--- src/rtl/elevator_pkg.sv ---
// Shared constants for the elevator scheduler and car mover: state encoding,
// travel direction and floor-mask helpers.
package elevator_pkg;

    localparam int FLOORS     = 4;
    localparam int DOOR_TICKS = 4;
    localparam int TW         = 3;

    localparam logic [1:0] S_IDLE = 2'd0;
    localparam logic [1:0] S_DOOR = 2'd1;
    localparam logic [1:0] S_MOVE = 2'd2;

    localparam logic DIR_UP = 1'b1;
    localparam logic DIR_DN = 1'b0;

    typedef logic [FLOORS-1:0] floor_vec_t;

    // Floors strictly above pos.
    function automatic floor_vec_t above_mask(input logic [1:0] pos);
        return floor_vec_t'(4'b1110 << pos);
    endfunction

    // Floors strictly below pos.
    function automatic floor_vec_t below_mask(input logic [1:0] pos);
        return floor_vec_t'(~(4'b1111 << pos));
    endfunction

endpackage

--- src/rtl/elevator_scheduler_req_latch_bank.sv ---
// Pending-request latches (car, hall-up, hall-down) with service clearing and
// the ahead/behind reductions relative to the car position and direction.
module req_latch_bank
    import elevator_pkg::*;
(
    input  logic              clk_1hz,
    input  logic              rst,
    input  logic [FLOORS-1:0] car_btn,
    input  logic [FLOORS-1:0] up_btn,
    input  logic [FLOORS-1:0] dn_btn,
    input  logic [1:0]        position,
    input  logic              dir,
    input  logic              absorb,
    input  logic              serve,
    output logic [FLOORS-1:0] req_car,
    output logic [FLOORS-1:0] req_up,
    output logic [FLOORS-1:0] req_dn,
    output logic              any_above,
    output logic              any_below,
    output logic              ahead,
    output logic              behind
);

    logic [FLOORS-1:0] req_car_r, req_up_r, req_dn_r;
    logic [FLOORS-1:0] here_s, all_s;
    logic [FLOORS-1:0] set_car_s, set_up_s, set_dn_s;
    logic [FLOORS-1:0] clr_car_s, clr_up_s, clr_dn_s;
    logic [FLOORS-1:0] keep_s;

    // Reductions plus set/clear masks; a reversal at service also drops the opposite hall call.
    always_comb begin
        here_s    = 4'b0001 << position;
        all_s     = req_car_r | req_up_r | req_dn_r;
        any_above = |(all_s & above_mask(position));
        any_below = |(all_s & below_mask(position));
        ahead     = dir ? any_above : any_below;
        behind    = dir ? any_below : any_above;
        keep_s    = absorb ? ~here_s : 4'b1111;
        set_car_s = car_btn & keep_s;
        set_up_s  = up_btn & 4'b0111 & keep_s;
        set_dn_s  = dn_btn & 4'b1110 & keep_s;
        clr_car_s = serve ? here_s : 4'b0000;
        clr_up_s  = (serve && (dir || !ahead)) ? here_s : 4'b0000;
        clr_dn_s  = (serve && (!dir || !ahead)) ? here_s : 4'b0000;
    end

    // Latch update: a press in the same cycle as a clear wins.
    always_ff @(posedge clk_1hz or posedge rst) begin
        if (rst) begin
            req_car_r <= 4'b0000;
            req_up_r  <= 4'b0000;
            req_dn_r  <= 4'b0000;
        end else begin
            req_car_r <= (req_car_r & ~clr_car_s) | set_car_s;
            req_up_r  <= (req_up_r & ~clr_up_s) | set_up_s;
            req_dn_r  <= (req_dn_r & ~clr_dn_s) | set_dn_s;
        end
    end

    assign req_car = req_car_r;
    assign req_up  = req_up_r;
    assign req_dn  = req_dn_r;

endmodule

--- src/rtl/elevator_scheduler.sv ---
// SCAN request scheduler for the 4-floor car mover: FSM, door dwell timer and
// mover/lamp output decode.
module elevator_scheduler
    import elevator_pkg::*;
(
    input  logic              clk_1hz,
    input  logic              rst,
    input  logic [FLOORS-1:0] car_btn,
    input  logic [FLOORS-1:0] up_btn,
    input  logic [FLOORS-1:0] dn_btn,
    input  logic              door_hold,
    input  logic [1:0]        position,
    output logic              stop,
    output logic              head,
    output logic              DoorClose,
    output logic [FLOORS-1:0] req_lamp,
    output logic              busy
);

    localparam logic [TW-1:0] T_LOAD = TW'(DOOR_TICKS - 1);
    localparam logic [TW-1:0] T_ZERO = {TW{1'b0}};
    localparam logic [TW-1:0] T_ONE  = TW'(1);

    logic [1:0]        state_r, state_nxt_s;
    logic              dir_r, dir_nxt_s;
    logic [TW-1:0]     timer_r, timer_nxt_s;
    logic              serve_s, absorb_s, reload_s;
    logic              here_s, hit_s, press_here_s;
    logic [FLOORS-1:0] req_car_s, req_up_s, req_dn_s;
    logic              any_above_s, any_below_s, ahead_s, behind_s;

    req_latch_bank u_bank (
        .clk_1hz   (clk_1hz),
        .rst       (rst),
        .car_btn   (car_btn),
        .up_btn    (up_btn),
        .dn_btn    (dn_btn),
        .position  (position),
        .dir       (dir_r),
        .absorb    (absorb_s),
        .serve     (serve_s),
        .req_car   (req_car_s),
        .req_up    (req_up_s),
        .req_dn    (req_dn_s),
        .any_above (any_above_s),
        .any_below (any_below_s),
        .ahead     (ahead_s),
        .behind    (behind_s)
    );

    // Next-state logic; service happens on the same edge that enters DOOR.
    always_comb begin
        here_s       = req_car_s[position] | req_up_s[position] | req_dn_s[position];
        hit_s        = req_car_s[position]
                     | (dir_r ? req_up_s[position] : req_dn_s[position])
                     | (!ahead_s & (req_up_s[position] | req_dn_s[position]));
        press_here_s = car_btn[position]
                     | (up_btn[position] & (position != 2'd3))
                     | (dn_btn[position] & (position != 2'd0));
        absorb_s     = (state_r == S_DOOR);
        reload_s     = absorb_s & (door_hold | press_here_s);
        state_nxt_s  = state_r;
        dir_nxt_s    = dir_r;
        timer_nxt_s  = timer_r;
        serve_s      = 1'b0;
        case (state_r)
            S_IDLE: begin
                if (here_s) begin
                    serve_s     = 1'b1;
                    state_nxt_s = S_DOOR;
                    timer_nxt_s = T_LOAD;
                    dir_nxt_s   = ahead_s ? dir_r : ~dir_r;
                end else if (any_above_s) begin
                    dir_nxt_s   = DIR_UP;
                    state_nxt_s = S_MOVE;
                end else if (any_below_s) begin
                    dir_nxt_s   = DIR_DN;
                    state_nxt_s = S_MOVE;
                end else begin
                    state_nxt_s = S_IDLE;
                end
            end
            S_DOOR: begin
                if (reload_s) begin
                    timer_nxt_s = T_LOAD;
                end else if (timer_r != T_ZERO) begin
                    timer_nxt_s = timer_r - T_ONE;
                end else if (ahead_s) begin
                    state_nxt_s = S_MOVE;
                end else if (behind_s) begin
                    dir_nxt_s   = ~dir_r;
                    state_nxt_s = S_MOVE;
                end else begin
                    state_nxt_s = S_IDLE;
                end
            end
            S_MOVE: begin
                if (hit_s) begin
                    serve_s     = 1'b1;
                    state_nxt_s = S_DOOR;
                    timer_nxt_s = T_LOAD;
                    dir_nxt_s   = ahead_s ? dir_r : ~dir_r;
                end else begin
                    state_nxt_s = S_MOVE;
                end
            end
            default: begin
                state_nxt_s = S_IDLE;
            end
        endcase
    end

    // FSM, direction and dwell timer registers.
    always_ff @(posedge clk_1hz or posedge rst) begin
        if (rst) begin
            state_r <= S_IDLE;
            dir_r   <= DIR_UP;
            timer_r <= T_ZERO;
        end else begin
            state_r <= state_nxt_s;
            dir_r   <= dir_nxt_s;
            timer_r <= timer_nxt_s;
        end
    end

    // stop must follow position combinationally so the mover halts before its next step.
    assign stop      = (state_r == S_MOVE) ? hit_s : 1'b1;
    assign head      = dir_r;
    assign DoorClose = (state_r == S_MOVE);
    assign busy      = (state_r != S_IDLE);
    assign req_lamp  = req_car_s | req_up_s | req_dn_s;

endmodule

--- config.mk ---
export PLATFORM = sky130hd
export DESIGN_NAME = elevator_scheduler
export DESIGN_NICKNAME = d
export VERILOG_FILES = /design/src/rtl/elevator_pkg.sv /design/src/rtl/elevator_scheduler_req_latch_bank.sv /design/src/rtl/elevator_scheduler.sv
export SDC_FILE = /design/constraint.sdc
export NUM_CORES = 1
export LEC_CHECK = 0
export BUFFER_PORTS_ARGS = -buffer_cell sky130_fd_sc_hd__buf_2
export CORE_ASPECT_RATIO = 2
export CORE_MARGIN = 2
export CORE_UTILIZATION = 40
export CTS_BUF_LIST = sky130_fd_sc_hd__clkbuf_8
export DETAILED_ROUTE_END_ITERATION = 16
export PLACE_DENSITY = 0.59
export SYNTH_ARGS = -nofsm -noshare
export SYNTH_HDL_FRONTEND = slang
export SYNTH_SLANG_ARGS = --single-unit
--- constraint.sdc ---
create_clock -name clk_1hz -period 5.08 [get_ports clk_1hz]
set_clock_uncertainty 0.1 [all_clocks]
set_input_delay 0.254 -clock clk_1hz [delete_from_list [all_inputs] [get_ports clk_1hz]]
set_output_delay 0.254 -clock clk_1hz [all_outputs]
set_load 0.01 [all_outputs]
==> results of run 1 <==
-- cell families after synthesis --
logic type	after synthesis	share of synthesized area (%)
mux	8	7.92
buf+inv	15	5.69
compound gates	53	29.6
flops	18	32.1
simple gates	49	19.3
fa+ha+maj	6	5.34
-- per-stage QoR --
| stage | instances | util, % | instance area (um^2) | worst slack, ns |
|---|---|---|---|---|
| global placement | 196 | 44.6 | 1510 | 2.45 |
| floorplan | 149 | - | 1410 | 2.76 |
| CTS | 200 | 46.2 | 1560 | 2.52 |
| finish | 200 | 46.2 | 1560 | 2.53 |
| detailed placement | 196 | 44.6 | 1510 | 2.41 |
| global route | 200 | 46.2 | 1560 | 2.36 |
-- sequential cells by signal (all words and copies together) (netlist names) --
register and flops:
head 1, state_r 2, timer_r 3, u_bank.req_car 4
u_bank.req_dn 4, u_bank.req_up 4
-- power breakdown --
part | leakage, nW | switching, mW | total [mW] | internal, mW
registers | 0.188 | 0.0423 | 0.219 | 0.176
logic | 0.419 | 0.167 | 0.293 | 0.126
clock network | 0.0288 | 0.0509 | 0.120 | 0.0689
total | 0.636 | 0.260 | 0.631 | 0.371
-- cells in the final DEF, fill, tap and decap left out, types with 2 or more instances in the layout --
cell,n
nor2b_1,3
and2b_1,2
or3_4,2
o21ai_0,5
o31a_1,2
a22o_1,5
a21boi_0,2
nor2_1,9
a221o_1,2
nand2_1,12
a22oi_1,3
buf_2,22
nor3_1,6
nand2b_1,4
a21oi_1,6
a21o_1,5
mux2i_1,4
o22ai_1,4
dfrtp_1,17
a21oi_2,2
o21ai_1,3
nand3_1,3
ha_1,6
inv_1,7
clkbuf_8,4
-- layer usage --
metal  vias up  GRT usage, %
li1        597             -
met1       593          21.2
met2        20          34.7
met3         7          2.06
met4         0          8.83
met5         -             0
-- final timing paths --
| check | start | endpoint | cells after the start |
|---|---|---|---|
| worst max-delay path | u_bank.req_dn[3]$_DFF_PP0_ | stop | 6 |
| worst min-delay path | rst | timer_r[2]$_DFFE_PP0P_ | 2 |
| worst max register to register | u_bank.req_dn[3]$_DFF_PP0_ | u_bank.req_up[0]$_DFF_PP0_ | 8 |
| worst min register to register | timer_r[0]$_DFFE_PP0P_ | timer_r[0]$_DFFE_PP0P_ | 2 |
| max in group asynchronous | rst | u_bank.req_dn[2]$_DFF_PP0_ | 2 |
| min in group clk_1hz | car_btn[1] | u_bank.req_car[1]$_DFF_PP0_ | 3 |
-- final cells by class --
cell class | instances | area, um^2 | area share, %
Sequential cell | 18 | 452 | 28.9
Multi-Input combinational cell | 116 | 875 | 56.0
Inverter | 8 | 30.0 | 1.92
Clock buffer | 4 | 55.1 | 3.53
Timing Repair Buffer | 22 | 110 | 7.05
Tap cell | 32 | 40.0 | 2.56
==> results.txt, run 1 <==
The run finished with clean final reports. CTS built an H-tree with a depth of 1. The most instantiated library cell after synthesis is dfrtp_1. The area of the die is 0.00403 mm^2. Dividing total power by cell area gives a power density of 404 mW/mm^2. The DRC violation total after the first TritonRoute iteration is 23.

STA classifies the critical path startpoint as a flop. The first TritonRoute pass finished after 4 iterations. The fraction of layout cells with a size suffix above 1 came out at 26.8%. The number of antenna violations at the first check in global routing came to 0. The clock tree from TritonCTS is done. The total CTS buffers came out at 3. Walking the worst path, the cells encountered are nor3_1 -> inv_1 -> nor2_2 -> a221oi_2 -> o311ai_2 -> buf_2. In this run the register-to-register setup slack is 2.59 ns. Counting every sink on the clock net gives 18.

Measured against its own limit, the worst slew margin works out to 52.4%. The number of cells produced by synthesis came out at 149. The tree is rooted in a clkbuf_8.

The slew at the pin closest to its max-slew limit is 0.714 ns. The longest individual stage delay on the worst path is 0.46 ns. During placement, the flow inserted port buffers numbering 22.

The number of buffers between clock root and the deepest sink is 2. The post-cts sizing count is 0. The post-route met1 wirelength is 1.37 mm. Once the clock tree was built, the setup fixing pass inserted 0 buffers.

The critical path data arrival time came out at 2.19 ns. Across the run, the number of max-cap violations was 0. After synthesis, the cell types taking the most area are dfrtp_1 30%, ha_1 5.3%, nand2_1 3.2%. For this design, the CTS-stage hold fixing added 0 buffers. Entering global routing, the biggest net connects 25 pins.

The final number of hold-violating endpoints was 0. The clock reaches the later pin of the worst-skew pair after 0.26 ns. The die outline height came out at 87.9 um. The worst endpoint required time came out at 4.73 ns. The critical path buffer and inverter count came out at 2. The number of pins with negative max-slew slack in the final report came out at 0.

The total met3 wirelength after detailed routing is 70 um. The post-synthesis net count is 172. The distinct cell type count of the synthesized netlist is 55.

Among cell families on the critical path, the largest total delay comes from compound AO/OA/AOI/OAI gates. The tightest hold margin came out at 0.00202 ns. The total chip power is 631 uW.

The routed wire length per instance came out at 17.0 um. The initial utilization of the core area, before any placement, comes to 41.6%. Counting instances in the post-synthesis netlist gives the leading cell types as 17 x dfrtp_1, 12 x nand2_1, 9 x nor2_1. The summed instance area of the synthesized netlist came out at 0.00141 mm^2. By startpoint and endpoint, the worst setup path is classified as flop to output pin. The worst-case IR drop observed on VDD is 0.275 mV.

The highest layer touched by signal routing is met4. The min-delay analysis places its worst path in the category primary input to asynchronous set/reset pin. The area of the core region came out at 0.00338 mm^2. The number of endpoints failing setup at the final stage came out at 0. The aggregate negative setup slack came out at 0 ns. The die width came out at 45.9 um. The leakage component of the power is 0.636 nW. After detailed routing, the number of remaining DRC violations is 0.

The number of global-route vias before repair came to 1267. The timing-limited maximum frequency is 0.393 GHz. The proportion of synthesized chip area in sequential cells is 32.1%. The average cell area after synthesis came out at 9.44 um^2.

The most used flip-flop cell after synthesis is dfrtp_1. The share of the clock period used by the worst path came out at 50.1%. The total overflow reported by the global router is 0. The area growth from synthesis to layout is 11.0%. The final RePlAce weighted congestion came out at 0.804. Of all nets on the critical path, the largest fanout is 6. The clock input transition at the sequential cells of the worst setup and hold paths came out at 0.07 ns. The clock period could shrink to 2.55 ns.

The wire-length estimate of the detail-placed layout is 2.64 mm. The flip-flop and latch count after synthesis came out at 18. The number of enable-type register cells in the synthesized netlist came out at 0. The post-route antenna net violation count is 0. The number of nets in the layout is 192.

The routed wire length on met2 is 1.85 mm. dfrtp_1 takes more of the synthesized area than any other cell. 0 antenna diodes ended up in the layout.

The proportion of register bits with asynchronous set or reset after synthesis came out at 100%. In this run the count of I/O pins placed on the die edge is 25. The first global-routing pass estimated 5.75 mm of wire. The count of synthesis-stage warnings from yosys is 0. The cell with the largest stage delay on the worst path is o311ai_2.

The number of rows created at floorplan came out at 30. The final-layout fill cell count came out at 334. Of the post-synthesis cell area, the dominant cell type holds 30.2%. The sum of routed wire length over all layers is 3.40 mm. The kind of capture point of the worst setup path is an output pin.

The number of vias per cell after detailed routing is 6.09. The global router's overall resource usage is 19.3%. Setup repair after global routing left no endpoint under its margin.

The total number of vias is 1217.
Power figures use the tool's default switching activity.
==> run 2: changes to the inputs <==
--- a/config.mk
+++ b/config.mk
@@ -5,13 +5,14 @@
 export SDC_FILE = /design/constraint.sdc
 export NUM_CORES = 1
 export LEC_CHECK = 0
+export ABC_AREA = 1
 export BUFFER_PORTS_ARGS = -buffer_cell sky130_fd_sc_hd__buf_2
 export CORE_ASPECT_RATIO = 2
 export CORE_MARGIN = 2
 export CORE_UTILIZATION = 40
 export CTS_BUF_LIST = sky130_fd_sc_hd__clkbuf_8
 export DETAILED_ROUTE_END_ITERATION = 16
-export PLACE_DENSITY = 0.59
+export PLACE_DENSITY = 0.62
 export SYNTH_ARGS = -nofsm -noshare
 export SYNTH_HDL_FRONTEND = slang
 export SYNTH_SLANG_ARGS = --single-unit
==> constraint.sdc (replaced) <==
create_clock -name clk_1hz -period 2.3 [get_ports clk_1hz]
set_clock_uncertainty 0.1 [all_clocks]
set_input_delay 0.115 -clock clk_1hz [delete_from_list [all_inputs] [get_ports clk_1hz]]
set_output_delay 0.115 -clock clk_1hz [all_outputs]
set_load 0.01 [all_outputs]
==> run 2 against run 1 <==
Compared with the run above:
- setup slack worse by 2.2 ns
- global-route usage increased by 0.48 points
- non-clock buffer count grew 8
- synthesized cell count rose by 45%
- sequential share of layout area fell by 1.9 points
- register-to-register slack got worse by 2.2 ns
- highest routed layer unchanged
- critical path depth increased by 2
- die area rose by 1.0%
- combinational power up 140%
==> results.txt, run 2 <==
The internal power contribution came out at 791 uW (+110%). The final number of hold-violating endpoints was 0 (unchanged). TritonCTS built the clock tree. The aggregate negative setup slack is 0 ns (unchanged). STA classifies the critical path endpoint as an output pin.

The total chip power came out at 1.42 mW (+130%). The relative slew slack came out at 49.7% (-2.6 points). The level count of the clock H-tree came out at 1 (unchanged). The worst endpoint required time came out at 2.09 ns (-2.64 ns). The average cell area after synthesis was 6.58 um^2 (-30%).

The fraction of synthesized cell area taken by the top area cell type was 29.9% (-0.32 points). The flow ran to the end, and the final reports show no timing, DRC or antenna violations. The number of rows created at floorplan came out at 30 (unchanged). The critical path goes through nor2_1 -> nand2_1 -> nand2_1 -> nand3_2 -> nand2_1 -> nand3_2 -> nand3_2 -> buf_2. The post-place setup slack came out at 0.406 ns (-2.00 ns). The max-cap check violation count is 0 (unchanged). The post-route antenna net violation count came out at 0 (unchanged). The final RePlAce weighted congestion came out at 0.852 (+6.0%). The initial core utilization came to 42.1% (+0.44 points). The number of enable-type register cells in the synthesized netlist came out at 0 (unchanged).

The number of cells produced by synthesis is 216 (+45%). Setup repair after global routing left no endpoint under its margin. The global-route wire length before repair is 5.89 mm (+2.4%). The share of the clock period used by the worst path is 83.8%. The total area of multi-input combinational cells came out at 832 um^2 (-4.9%). The area of the core region is 0.00338 mm^2 (unchanged). The power per unit of standard cell area is 849 mW/mm^2 (+110%). The maximum ir drop on the vdd rail is 0.551 mV (+100%). The cell type with the largest total area after synthesis is dfrtp_1. The critical path is of the flop to output pin type. The number of vias per cell after detailed routing came to 4.91 (-19%). The distinct cell type count of the synthesized netlist is 26 (-53%). The clock insertion delay at the later pin of the skew report is 0.26 ns (about the same). The clock power share was 18.5% (-0.5 points). In the layout the commonest cells are 94 x nand2_1, 22 x inv_1, 22 x buf_2, 17 x dfrtp_1, 16 x nand3_1. The shortest clock period the worst path allows after layout came out at 1.93 ns. The finished layout cell area is 0.00167 mm^2 (+7.1%). The DRC violation total after the first TritonRoute iteration is 19 (-17%). The half-perimeter wire length after detailed placement is 2.73 mm (+3.1%). The final worst setup slack is 0.372 ns (-2.16 ns).

The highest net fanout along the worst path is 8 (+2). The area of the die is 0.00408 mm^2 (+1.0%). The longest individual stage delay on the worst path came out at 0.40 ns (-0.06 ns). The timing-limited maximum frequency came out at 0.519 GHz. The die outline height came to 88.3 um (+0.51%). The slew at the pin closest to its max-slew limit was 0.753 ns (+0.0390 ns). The worst setup path is launched from a flop.

The critical path data arrival time was 1.71 ns (-0.48 ns). For this run, the leading register cell type out of synthesis is dfrtp_1. The global router's overall resource usage is 19.8% (+0.48 points). The I/O pin count is 25 (unchanged). The combined flip-flop and latch cell area came out at 452 um^2 (unchanged). The summed instance area of the synthesized netlist is 0.00142 mm^2 (+1.1%). The most common cell after layout, fill and taps aside is nand2_1. The total number of vias is 1370 (+13%). The number of nets in the layout is 271 (+41%). The commonest cells after synthesis are 94 x nand2_1, 22 x inv_1, 17 x dfrtp_1. The number of global-route vias before repair is 1415 (+12%). The routed wire length per instance came out at 12.2 um (-28%).

The total CTS buffers is 3 (unchanged). The number of pins with negative max-slew slack in the final report was 0 (unchanged). The final-layout fill cell count was 394 (+18%). The number of antenna violations at the first check in global routing is 0 (unchanged). The flip-flop and latch count after synthesis is 18 (unchanged). The sequential share of power is 32.9% (-1.8 points). The total overflow reported by the global router is 0 (unchanged). The sum of routed wire length over all layers is 3.40 mm (-0.12%). The switching part of the total power is 44.3% (+3.1 points). The count of clock tree sinks came to 18 (unchanged). The cell with the largest stage delay on the worst path is dfrtp_1. The most common cell in the synthesized netlist is nand2_1. The number of iterations in the first detailed-routing pass is 4 (unchanged). The count of synthesis-stage warnings from yosys came to 0 (unchanged).

In the post-synthesis netlist, the biggest area contributors are dfrtp_1 30%, nand2_1 25%, inv_1 5.8%. The die width came out at 46.2 um (+0.49%). The post-cts sizing count came out at 0 (unchanged). The buffer cell driving the clock tree root is clkbuf_8.

The port buffer count was 22 (unchanged). The post-synthesis net count came out at 239 (+39%). The detailed-route DRC error count is 0 (unchanged).

The antenna diode instance count was 0 (unchanged). The leakage component of the power is 0.931 nW (+46%). The share of total power in combinational logic came to 48.6% (+2.2 points). The cell family contributing the most delay on the critical path is simple AND/OR/NAND/NOR gates. The number of buffers between clock root and the deepest sink is 2 (unchanged). The cell area after placement is 0.00154 mm^2 (+2.1%).

The worst min-delay path category is primary input to flop. The proportion of synthesized chip area in sequential cells is 31.8% (-0.34 points). The critical path buffer and inverter count came out at 1 (-1).

The register-to-register path setup slack is 0.40 ns (-2.19 ns). The signed area change from the synthesized netlist to the final layout came out at 17.7%. The switching power of the nets is 629 uW (+140%). The proportion of register bits with asynchronous set or reset after synthesis came out at 100% (unchanged).

The number of endpoints failing setup at the final stage came out at 0 (unchanged). The clock input transition at the sequential cells of the worst setup and hold paths came out at 0.07 ns (about the same). The maximum number of pins on one net before global-route repair came out at 19 (-24%). The fraction of layout cells with a size suffix above 1 came to 19.4% (-7.4 points).
[run 2: metrics by stage]
step           util (%)  hold slack (ns)  instances
6_report           49.5          0.00450        279
2_1_floorplan         -          -0.0472        216
3_5_place_dp       45.5            0.198        267
5_1_grt            49.5           0.0133        279
4_1_cts            49.5         0.000199        279
3_3_place_gp       45.5            0.187        267
[run 2: worst reg2reg max path: stages (launching register included)]
cell	delay (ns)
dfrtp_1	0.40
nor2_1	0.11
nand2_1	0.09
nand2_1	0.12
nand3_2	0.10
nand2_1	0.19
nand3_2	0.12
nand2_1	0.07
nand2_1	0.06
nand2_2	0.21
nand2_1	0.08
nand2_1	0.06
o21ai_0	0.07
[run 2: area by class of cell]
cell class,count,area share (%)
well taps,32,2.39
clock buffers,4,3.29
repair buffers,30,11.4
multi-input cells,168,49.7
inverters,27,6.21
flip-flops and latches,18,27.0
[run 2: power groups by stage]
stage                     Combinational, mW  Clock [mW]  Sequential, mW
final                                 0.690       0.262           0.468
after global routing                  0.819       0.286           0.481
after CTS                             0.698       0.273           0.470
after detailed placement              0.686           0           0.475
after global placement                0.683           0           0.473
after floorplan                       0.553           0           0.457
[run 2: what timing repair did]
item                      CTS  global route
hold buffers                8             0
hold endpoints to repair   24             0
setup buffers               0             0
[run 2: path summary, 6_finish.rpt]
check	to	startpoint	depth (start not counted)
setup / recovery	stop	u_bank.req_dn[1]$_DFF_PP0_	8
hold / removal	u_bank.req_car[0]$_DFF_PP0_	car_btn[0]	3
setup reg to reg	u_bank.req_car[2]$_DFF_PP0_	u_bank.req_dn[1]$_DFF_PP0_	12
hold reg to reg	u_bank.req_car[3]$_DFF_PP0_	u_bank.req_car[3]$_DFF_PP0_	2
max in group asynchronous	u_bank.req_car[2]$_DFF_PP0_	rst	3
min in group asynchronous	timer_r[0]$_DFFE_PP0P_	rst	3
[run 2: routing by layer]
metal | global-route usage, % | up-vias | wire (um)
li1 | - | 734 | -
met1 | 19.9 | 603 | 1290
met2 | 37.0 | 23 | 1950
met3 | 1.84 | 10 | 61
met4 | 10.4 | 0 | 99
met5 | 0 | - | 0
[run 2: kinds of logic (layout without fill, tap and decap cells)]
group | after synthesis | in the layout | synth area share [%]
compound gates | 19 | 19 | 7.31
xor+xnor | 1 | 1 | 0.616
fa+ha+maj | 6 | 6 | 5.28
buf+inv | 30 | 61 | 9.68
flops | 18 | 18 | 31.8
simple gates | 142 | 142 | 45.3
==> run 3: changes to the inputs <==
--- a/config.mk
+++ b/config.mk
@@ -5,14 +5,14 @@
 export SDC_FILE = /design/constraint.sdc
 export NUM_CORES = 1
 export LEC_CHECK = 0
-export ABC_AREA = 1
+export ABC_AREA = 0
 export BUFFER_PORTS_ARGS = -buffer_cell sky130_fd_sc_hd__buf_2
 export CORE_ASPECT_RATIO = 2
 export CORE_MARGIN = 2
 export CORE_UTILIZATION = 40
 export CTS_BUF_LIST = sky130_fd_sc_hd__clkbuf_8
 export DETAILED_ROUTE_END_ITERATION = 16
-export PLACE_DENSITY = 0.62
+export PLACE_DENSITY = 0.59
 export SYNTH_ARGS = -nofsm -noshare
 export SYNTH_HDL_FRONTEND = slang
 export SYNTH_SLANG_ARGS = --single-unit
==> constraint.sdc (replaced) <==
create_clock -name clk_1hz -period 2 [get_ports clk_1hz]
set_clock_uncertainty 0.1 [all_clocks]
set_input_delay 0.1 -clock clk_1hz [delete_from_list [all_inputs] [get_ports clk_1hz]]
set_output_delay 0.1 -clock clk_1hz [all_outputs]
set_load 0.01 [all_outputs]
==> run 3 against run 2 <==
Compared with the run above:
- the flow now finishes with violations (negative setup slack)
- critical path depth fell by 1
- clock power rose by 18%
- global-route usage rose by 6.1 points
- design area is 24% higher
- setup slack lost 0.61 ns
- routed wire length rose by 35%
- sequential share of layout area down 5.3 points
- combinational power increased by 75%
- flip-flop and latch count stayed put
- die area fell by 0.99%
- largest cell class unchanged
- largest power group unchanged
==> results.txt, run 3 (synthesis results as in run 1) <==
The flow ran to the end, but the final reports show violations. The checks that failed: negative setup slack. The total CTS buffers is 3 (unchanged). The sum of routed wire length over all layers came to 4.60 mm (+35%). The critical path buffer and inverter count came to 0 (-1). The worst hold path depth is 2 (-1). TritonCTS built the clock tree.

The total number of vias came out at 1495 (+9.1%). The kind of cell adding the most delay to the critical path is simple AND/OR/NAND/NOR gates. The fraction of layout cells with a size suffix above 1 is 48.4% (+29 points).

In this run the most critical hold path is launched from up_btn[0]. The met3 capacity usage during global routing is 2.47% (+0.64 points). The worst min-delay path category is primary input to flop.

The global router's overall resource usage came out at 25.8% (+6.1 points). The number of iterations in the first detailed-routing pass came out at 4 (unchanged). The die width came to 45.9 um (-0.49%). The logic depth of the worst register-to-register path is 7 (-5). The global-route wire length before repair came out at 7.51 mm (+28%).

The library cell used most frequently in the layout, excluding fill and tap cells, is buf_4. The clock input transition at the sequential cells of the worst setup and hold paths came out at 0.07 ns (about the same). The worst endpoint required time came out at 2.05 ns (-0.04 ns). The longest individual stage delay on the worst path came to 0.50 ns (+0.10 ns). The met2 demand-to-capacity share in global routing was 47.0% (+10 points).

The met1 usage in global routing is 24.4% (+4.5 points). The cell with the largest stage delay on the worst path is or4b_4. The post-route antenna net violation count is 0 (unchanged).

The half-perimeter wire length after detailed placement is 3.60 mm (+32%). The highest net fanout along the worst path is 4 (-4). The critical path data arrival time came out at 2.29 ns (+0.58 ns). The initial core utilization came out at 41.6% (-0.44 points). The number of vias per cell after detailed routing was 5.96 (+21%). From synthesis to final layout, the design area changed by 48.0%. The buffer cell driving the clock tree root is clkbuf_8.

The tightest hold margin came out at 0.00495 ns (+0.000449 ns). The clock insertion delay at the later pin of the skew report came out at 0.26 ns (about the same). The timing-limited maximum frequency is 0.447 GHz. The share of the clock period used by the worst path came out at 112%. The element type at the critical path start is a flop. The number of rows created at floorplan is 30 (unchanged). The total chip power is 2.05 mW (+44%).

The final number of hold-violating endpoints is 0 (unchanged). The worst setup path category is flop to flop. STA classifies the critical path endpoint as a flop. The routed wire length per instance came out at 18.3 um (+50%). The count of clock tree sinks came out at 18 (unchanged). The maximum ir drop on the vdd rail came to 0.685 mV (+24%). The number of endpoints failing setup at the final stage came to 19 (+19). The number of global-route vias before repair came to 1624 (+15%). The antenna diode instance count came out at 0 (unchanged). The die outline height is 87.9 um (-0.50%).

The power per unit of standard cell area came out at 985 mW/mm^2 (+16%). The area of the core region came out at 0.00338 mm^2 (unchanged). Setup repair after global routing could not meet its margin everywhere.

The number of nets in the layout came out at 243 (-10%). The detailed-route DRC error count came out at 0 (unchanged). The critical path goes through or3_4 -> o21ai_4 -> a21oi_4 -> o21ai_2 -> a21oi_2 -> or4b_4 -> a22o_1. The core utilization of the finished layout is 61.6% (+12 points).

The worst register-to-register path begins at u_bank.req_dn[0]$_DFF_PP0_. The final worst setup slack is -0.238 ns (-0.611 ns). The register-to-register path setup slack is -0.24 ns (-0.64 ns). The number of buffers between clock root and the deepest sink came out at 2 (unchanged).

The max-cap check violation count is 0 (unchanged). The leakage component of the power came out at 0.899 nW (-3.4%). The area of the die is 0.00403 mm^2 (-0.99%). The port buffer count is 22 (unchanged).

The worst register-to-register path ends at u_bank.req_car[2]$_DFF_PP0_. Subtracting the final worst setup slack from the clock period gives 2.24 ns. Leaving out fill and tap cells, the most frequent cells in the layout are 44 x buf_4, 21 x buf_2, 17 x dfrtp_1, 11 x nand2_1, 9 x nor2_1. The DRC violation total after the first TritonRoute iteration is 37 (+18). The relative slew slack came to 50.9% (+1.1 points).

The final-layout fill cell count came out at 304 (-23%). The I/O pin count was 25 (unchanged). The slew at the pin closest to its max-slew limit came out at 0.736 ns (-0.0172 ns). The level count of the clock H-tree was 1 (unchanged). The maximum number of pins on one net before global-route repair is 19 (unchanged). The end point of the worst hold path is u_bank.req_up[0]$_DFF_PP0_. The global routing stage identified its most utilized layer as met2. The number of antenna violations at the first check in global routing came out at 0 (unchanged).

The total overflow reported by the global router came out at 0 (unchanged). The number of pins with negative max-slew slack in the final report is 0 (unchanged). The final RePlAce weighted congestion came to 0.897 (+5.3%).
==> run 3: changes by cell type in the layout (fill, tap and decap cells not counted), moves of 5 or more <==
cell / change
o21ai_2: +5
nand2_1: -83
a22o_1: +5
buf_4: +44
o21ai_0: -8
inv_1: -16
nand3_2: -5
nor2_1: -5
a21o_1: +5
nand3_1: -13
==> run 3: worst max path at each step <==
stage | to | slack [ns] | startpoint | cells past startpoint
after floorplan | u_bank.req_car[2]$_DFF_PP0_ | -0.18 | u_bank.req_up[2]$_DFF_PP0_ | 7
after global placement | u_bank.req_dn[2]$_DFF_PP0_ | -0.24 | u_bank.req_car[0]$_DFF_PP0_ | 7
after detailed placement | u_bank.req_up[0]$_DFF_PP0_ | -0.32 | u_bank.req_dn[1]$_DFF_PP0_ | 7
after CTS | u_bank.req_car[2]$_DFF_PP0_ | -0.23 | u_bank.req_dn[0]$_DFF_PP0_ | 7
after global routing | u_bank.req_car[2]$_DFF_PP0_ | -0.29 | u_bank.req_dn[0]$_DFF_PP0_ | 7
final | u_bank.req_car[2]$_DFF_PP0_ | -0.24 | u_bank.req_dn[0]$_DFF_PP0_ | 7
==> run 3: timing repair <==
| item | 4_1_cts | 5_1_grt |
|---|---|---|
| endpoints found under the hold margin | 21 | 0 |
| resized for setup | 13 | 5 |
| setup buffers | 8 | 4 |
| endpoints found under the setup margin | 19 | 19 |
| cloned | 0 | 0 |
| hold buffers | 5 | 0 |
| pin swaps | 15 | 4 |
==> run 3: through the flow <==
step | cells | area, um^2 | TNS (ns) | setup slack (ns)
finish | 251 | 2080 | -2.62 | -0.238
global route | 251 | 2080 | -3.56 | -0.291
CTS | 248 | 2040 | -2.27 | -0.231
detailed placement | 232 | 1850 | -3.43 | -0.319
global placement | 232 | 1850 | -2.84 | -0.244
floorplan | 149 | 1490 | -1.90 | -0.177
==> run 3: power by group <==
part           internal (mW)  switching (mW)
Sequential             0.448          0.0833
Clock                  0.175           0.134
Combinational          0.608           0.603
==> run 3: layer usage <==
metal,up-vias,share of wire [%]
li1,696,-
met1,728,35
met2,44,56
met3,27,2.3
met4,0,6.8
met5,-,0
==> run 3: layout make-up <==
type                       count  area, um^2  area share [%]
inverter                       8        30.0            1.44
sequential                    18         452            21.7
tap                           32        40.0            1.92
multi-input combinational    116         986            47.4
clock buffer                   4        55.1            2.64
timing repair buffer          73         519            24.9
==> run 3: worst reg2reg max path, stage by stage (launching register included) <==
cell and delay [ns]:
dfrtp_1 0.40, or3_4 0.44, o21ai_4 0.18, a21oi_4 0.10, o21ai_2 0.13, a21oi_2 0.08, or4b_4 0.50, a22o_1 0.19
